[src/rtl/mult_share_arb.sv]
// Round-robin arbiter sharing one fixed-latency WIDTHxWIDTH multiplier among N_REQ requesters,
// with an ID tag pipeline and a credit-protected response FIFO. Define MULT_SHARE_PRIO0_EN for strict requester-0 priority.
module mult_share_arb #(
    parameter int  N_REQ      = 4,
    parameter int  WIDTH      = 24,
    parameter int  MUL_LAT    = 2,
    parameter int  FIFO_DEPTH = 4,
    localparam int IDW        = (N_REQ > 1) ? $clog2(N_REQ) : 1
) (
    input  logic                     clk,
    input  logic                     rst,
    input  logic [N_REQ-1:0]         req_valid,
    output logic [N_REQ-1:0]         req_ready,
    input  logic [N_REQ*WIDTH-1:0]   req_a,
    input  logic [N_REQ*WIDTH-1:0]   req_b,
    output logic [WIDTH-1:0]         mul_a,
    output logic [WIDTH-1:0]         mul_b,
    output logic                     mul_valid,
    input  logic [2*WIDTH-1:0]       mul_p,
    output logic                     rsp_valid,
    input  logic                     rsp_ready,
    output logic [IDW-1:0]           rsp_id,
    output logic [2*WIDTH-1:0]       rsp_p,
    output logic                     busy
);
    localparam int PW = $clog2(FIFO_DEPTH);
    localparam int CW = PW + 2;
    localparam int EW = IDW + 2 * WIDTH;

    logic [IDW-1:0]              last, gnt_id, idx, issue_id;
    logic                        gnt_found, credit_ok, xfer, push, pop;
    logic [CW-1:0]               fifo_count, inflight;
    logic [MUL_LAT-1:0]          vld_pipe;
    logic [MUL_LAT-1:0][IDW-1:0] id_pipe;
    logic [PW-1:0]               wr_ptr, rd_ptr, rd_nxt;
    logic [EW-1:0]               mem [FIFO_DEPTH];
    logic [EW-1:0]               wdata;

    // Credit counts everything already committed downstream, so the FIFO can never overflow.
    assign credit_ok = (fifo_count + inflight) < CW'(FIFO_DEPTH);

    always_comb begin
        gnt_found = 1'b0;
        gnt_id    = '0;
        idx       = '0;
`ifdef MULT_SHARE_PRIO0_EN
        if (req_valid[0]) begin
            gnt_found = 1'b1;
        end else begin
            for (int k = 1; k < N_REQ; k++) begin
                idx = IDW'(1 + ((int'(last) - 1 + k) % (N_REQ - 1)));
                if (!gnt_found && req_valid[idx]) begin
                    gnt_found = 1'b1;
                    gnt_id    = idx;
                end
            end
        end
`else
        for (int k = 1; k <= N_REQ; k++) begin
            idx = IDW'((int'(last) + k) % N_REQ);
            if (!gnt_found && req_valid[idx]) begin
                gnt_found = 1'b1;
                gnt_id    = idx;
            end
        end
`endif
    end

    assign xfer      = gnt_found & credit_ok;
    assign req_ready = xfer ? (N_REQ'(1) << gnt_id) : '0;

    always_ff @(posedge clk or negedge rst) begin
        if (!rst) begin
            mul_valid <= 1'b0;
            mul_a     <= '0;
            mul_b     <= '0;
            issue_id  <= '0;
            last      <= IDW'(N_REQ - 1);
        end else begin
            mul_valid <= xfer;
            if (xfer) begin
                mul_a    <= req_a[gnt_id*WIDTH +: WIDTH];
                mul_b    <= req_b[gnt_id*WIDTH +: WIDTH];
                issue_id <= gnt_id;
`ifdef MULT_SHARE_PRIO0_EN
                if (gnt_id != '0) last <= gnt_id;
`else
                last <= gnt_id;
`endif
            end
        end
    end

    // Tags travel in lockstep with the multiplier; reset drops them so a draining multiplier is ignored.
    always_ff @(posedge clk or negedge rst) begin
        if (!rst) begin
            vld_pipe <= '0;
            id_pipe  <= '0;
        end else begin
            for (int s = MUL_LAT - 1; s > 0; s--) begin
                vld_pipe[s] <= vld_pipe[s-1];
                id_pipe[s]  <= id_pipe[s-1];
            end
            vld_pipe[0] <= mul_valid;
            id_pipe[0]  <= issue_id;
        end
    end

    assign push      = vld_pipe[MUL_LAT-1];
    assign wdata     = {id_pipe[MUL_LAT-1], mul_p};
    assign rsp_valid = (fifo_count != '0);
    assign pop       = rsp_valid & rsp_ready;
    assign rd_nxt    = rd_ptr + PW'(pop);
    assign busy      = (inflight != '0) | (fifo_count != '0);

    always_ff @(posedge clk or negedge rst) begin
        if (!rst) begin
            inflight   <= '0;
            fifo_count <= '0;
            wr_ptr     <= '0;
            rd_ptr     <= '0;
        end else begin
            inflight   <= inflight + CW'(xfer) - CW'(push);
            fifo_count <= fifo_count + CW'(push) - CW'(pop);
            wr_ptr     <= wr_ptr + PW'(push);
            rd_ptr     <= rd_nxt;
        end
    end

    always_ff @(posedge clk) begin
        if (push) mem[wr_ptr] <= wdata;
    end

    // Head register looks ahead to the next read slot, bypassing a same-edge write into that slot.
    always_ff @(posedge clk or negedge rst) begin
        if (!rst) begin
            {rsp_id, rsp_p} <= '0;
        end else if (push && (wr_ptr == rd_nxt)) begin
            {rsp_id, rsp_p} <= wdata;
        end else begin
            {rsp_id, rsp_p} <= mem[rd_nxt];
        end
    end

    always @(posedge clk) begin
        if (rst) begin
            assert (!(push && !pop && (fifo_count == CW'(FIFO_DEPTH))))
                else $error("mult_share_arb: output FIFO overflow");
        end
    end
endmodule

[config.mk]
export PLATFORM = sky130hd
export DESIGN_NAME = mult_share_arb
export DESIGN_NICKNAME = d
export VERILOG_FILES = /design/src/rtl/mult_share_arb.sv
export SDC_FILE = /design/constraint.sdc
export NUM_CORES = 1
export LEC_CHECK = 0
export ABC_AREA = 1
export CAP_MARGIN = 20
export CORE_ASPECT_RATIO = 1.4
export CORE_MARGIN = 4
export CORE_UTILIZATION = 46
export DETAILED_ROUTE_END_ITERATION = 10
export PLACE_DENSITY_LB_ADDON = 0.1
export SYNTH_ARGS = -nofsm -noshare
export SYNTH_HDL_FRONTEND = slang
export SYNTH_SLANG_ARGS = --single-unit
[constraint.sdc]
create_clock -name clk -period 4 [get_ports clk]
set_clock_uncertainty 0.05 [all_clocks]
set_input_delay 0.6 -clock clk [delete_from_list [all_inputs] [get_ports clk]]
set_output_delay 0.6 -clock clk [all_outputs]
set_load 0.05 [all_outputs]
==> impl_metrics.yaml <==
finish:
  synthToLayoutAreaGrowth_pct: 32.80
  mostFrequentLayoutCells: "380 x nand2_1, 346 x clkdlybuf4s50_1, 258 x nor2_1"
  nets: 2254
  post-route-util: 0.6233
  mostFrequentLayoutCell: "nand2_1"
  drive_above_1_share: 0.04963
  fin_cells: 2414
grt:
  first_global_vias: 12173
  overflow: 0
  grt_max_degree: 102
  antenna_found_initial: 9
  grt_pass1_wl_um: 65780
  track_usage: 0.2311
cts:
  cts_tree: "built"
  cts_root_buffer: "clkbuf_16"
  cts.path.max_buffers: 3
  clk_pin_slew_ns: 0.07
  cts_max_level: 1
  numCtsBuffers: 30
  cts_resized: 0
  clock_latency_ns: 0.57
  post_cts_buffers: 0
  postCtsHoldBufs: 0
  clock_sinks: 321
pwr:
  ir_drop_uv: 929.2
  cellPowerDensity_nw_per_um2: 967.2
  p_total_mw: 19.17
  p_leak_nw: 8.903
die:
  die_area_um2: 35430
  core_um2: 31790
  ioPinCount: 352
  start_util: 0.4693
  row_count: 77
  die_h_um: 221.1
  die_w_um: 160.2
timing:
  slew_viol_final: 0
  worstMarginPinSlew_ns: 1.134
  max_freq_mhz: 305.4
  rsz0062_at_grt: "false"
  setup_violations: 0
  post-route-period-util: 0.8187
  hold_viol_final: 0
  relSlewSlack: 0.2439
  layout_min_cycle_time_ns: 3.275
synth:
  synth_ff_type: "edfxtp_1"
  yosysTopAreaCellShare: 0.4025
  synth_seq_area_share: 0.6056
  syn_area_per_cell_um2: 8.882
  syn-cell-area_um2: 14920
  synth_cells: 1680
  syn_nets: 1943
  synth_area_leaders: "edfxtp_1 40%, dfrtp_1 20%, nand2_1 9.6%"
  synth.distinct_cells: 28
  async_flop_share: 0.3769
  yosysTopAreaCell: "edfxtp_1"
  synth_edf_count: 200
  synth_warnings: 0
  ys_seq_elements: 321
placement:
  gp_congestion: 0.9038
  dp_hpwl_um: 28210
  dp.cells: 2354
  port-buffer-count: 351
routing:
  first_pass_iters: 5
  drtAntennaViolNets: 0
  wire_per_inst_um: 17.35
  finalWirelength_um: 41880
  vias: 12192
  drtIter0Drc: 830
  drcViolationCount: 0
  vias_per_cell: 5.051
setup_path:
  crit_fanout: 10
  cp-end-kind: "output pin"
  crit_arrival_ns: 2.62
  r2r_slack_ns: 1.07
  crit_type: "flip-flop to output pin"
  crit_required_ns: 3.35
  crit_path_start_kind: "flip-flop"
hold_path:
  min_path_type: "primary input to async pin"
run:
  cap_violations: 0
status:
  run_status: "completed"
worst paths after layout:
path / startpoint / to / cells after the start
setup / recovery: last[0] / req_ready[0] / 12
hold / removal: rst / rsp_p[8] / 1
setup reg to reg: fifo_count[2] / rsp_p[25] / 13
hold reg to reg: vld_pipe[0] / vld_pipe[1] / 0
max in group asynchronous: rst / mul_a[21] / 2
min in group clk: vld_pipe[0] / vld_pipe[1] / 0
cells in the mapped netlist (6+ instances only):
master	instances
edfxtp_1	200
buf_2	28
clkbuf_1	53
nand2_2	6
nand3_1	201
inv_1	220
dfrtp_1	119
nand2_1	382
o21ai_0	103
ha_1	14
a21oi_1	54
nor2_1	258
logic make-up after synthesis:
logic type / share of synthesized area
DFF: 0.6056
and+or+nand+nor: 0.2354
xor gates and xnor gates: 0.005282
adders and majority gates: 0.01442
buffers and inverters: 0.08578
AOI/OAI and AO/OA: 0.05358
area by class of cell:
| cell class | count | area, um^2 |
|---|---|---|
| inverter | 224 | 844.6 |
| antenna | 4 | 10.01 |
| clock inverter | 11 | 100.1 |
| fill | 2691 | 11980 |
| timing repair buffer | 373 | 3795 |
| clock buffer | 45 | 857.1 |
| tap | 395 | 494.2 |
| multi-input combinational | 1041 | 4679 |
| sequential | 321 | 9036 |
sequential cells by signal (all words and copies together), names as in the netlist:
register and count:
rd_ptr 2, vld_pipe 2, mem 200, mul_b 24
last 2, mul_a 24, id_pipe 4, rsp_id 2
rsp_p 48, mul_valid 1, issue_id 2, inflight 4
fifo_count 4, wr_ptr 2
routing by layer:
layer	vias to the layer above	GRT usage	wire length, um
met2	432	0.3949	20830
met5	-	0	98
li1	5982	-	-
met1	5696	0.2889	16070
met3	70	0.06199	3883
met4	12	0.06831	1000
power breakdown:
group | total, mW | leakage, nW | internal (mW) | switching, mW
clock | 2.75 | 0.469 | 1.55 | 1.20
sequential | 5.02 | 3.24 | 4.60 | 0.417
combinational | 11.4 | 5.19 | 3.62 | 7.78
critical path: stages, from the launching register on:
cell and delay (ns):
dfstp_2 0.62, inv_4 0.09, nand2_1 0.08, nand2_1 0.08, nand2_2 0.11, nand2_2 0.08
nor2_2 0.12, nand2_1 0.07, nor2_1 0.21, nand2_1 0.10, nand2_2 0.21, nor2_1 0.12
buf_12 0.16
stage by stage:
| step | instance area (um^2) | TNS [ns] | setup slack (ns) | hold WS, ns |
|---|---|---|---|---|
| global route | 19810 | 0 | 0.4883 | 0.1166 |
| global placement | 18850 | 0 | 0.8838 | 0.2841 |
| floorplan | 14920 | -94.79 | -0.4847 | 0.2544 |
| CTS | 19810 | 0 | 0.6821 | 0.08270 |
| detailed placement | 18850 | 0 | 0.7984 | 0.2927 |
| finish | 19820 | 0 | 0.7253 | 0.05699 |
(Power assumes the default switching activity.)
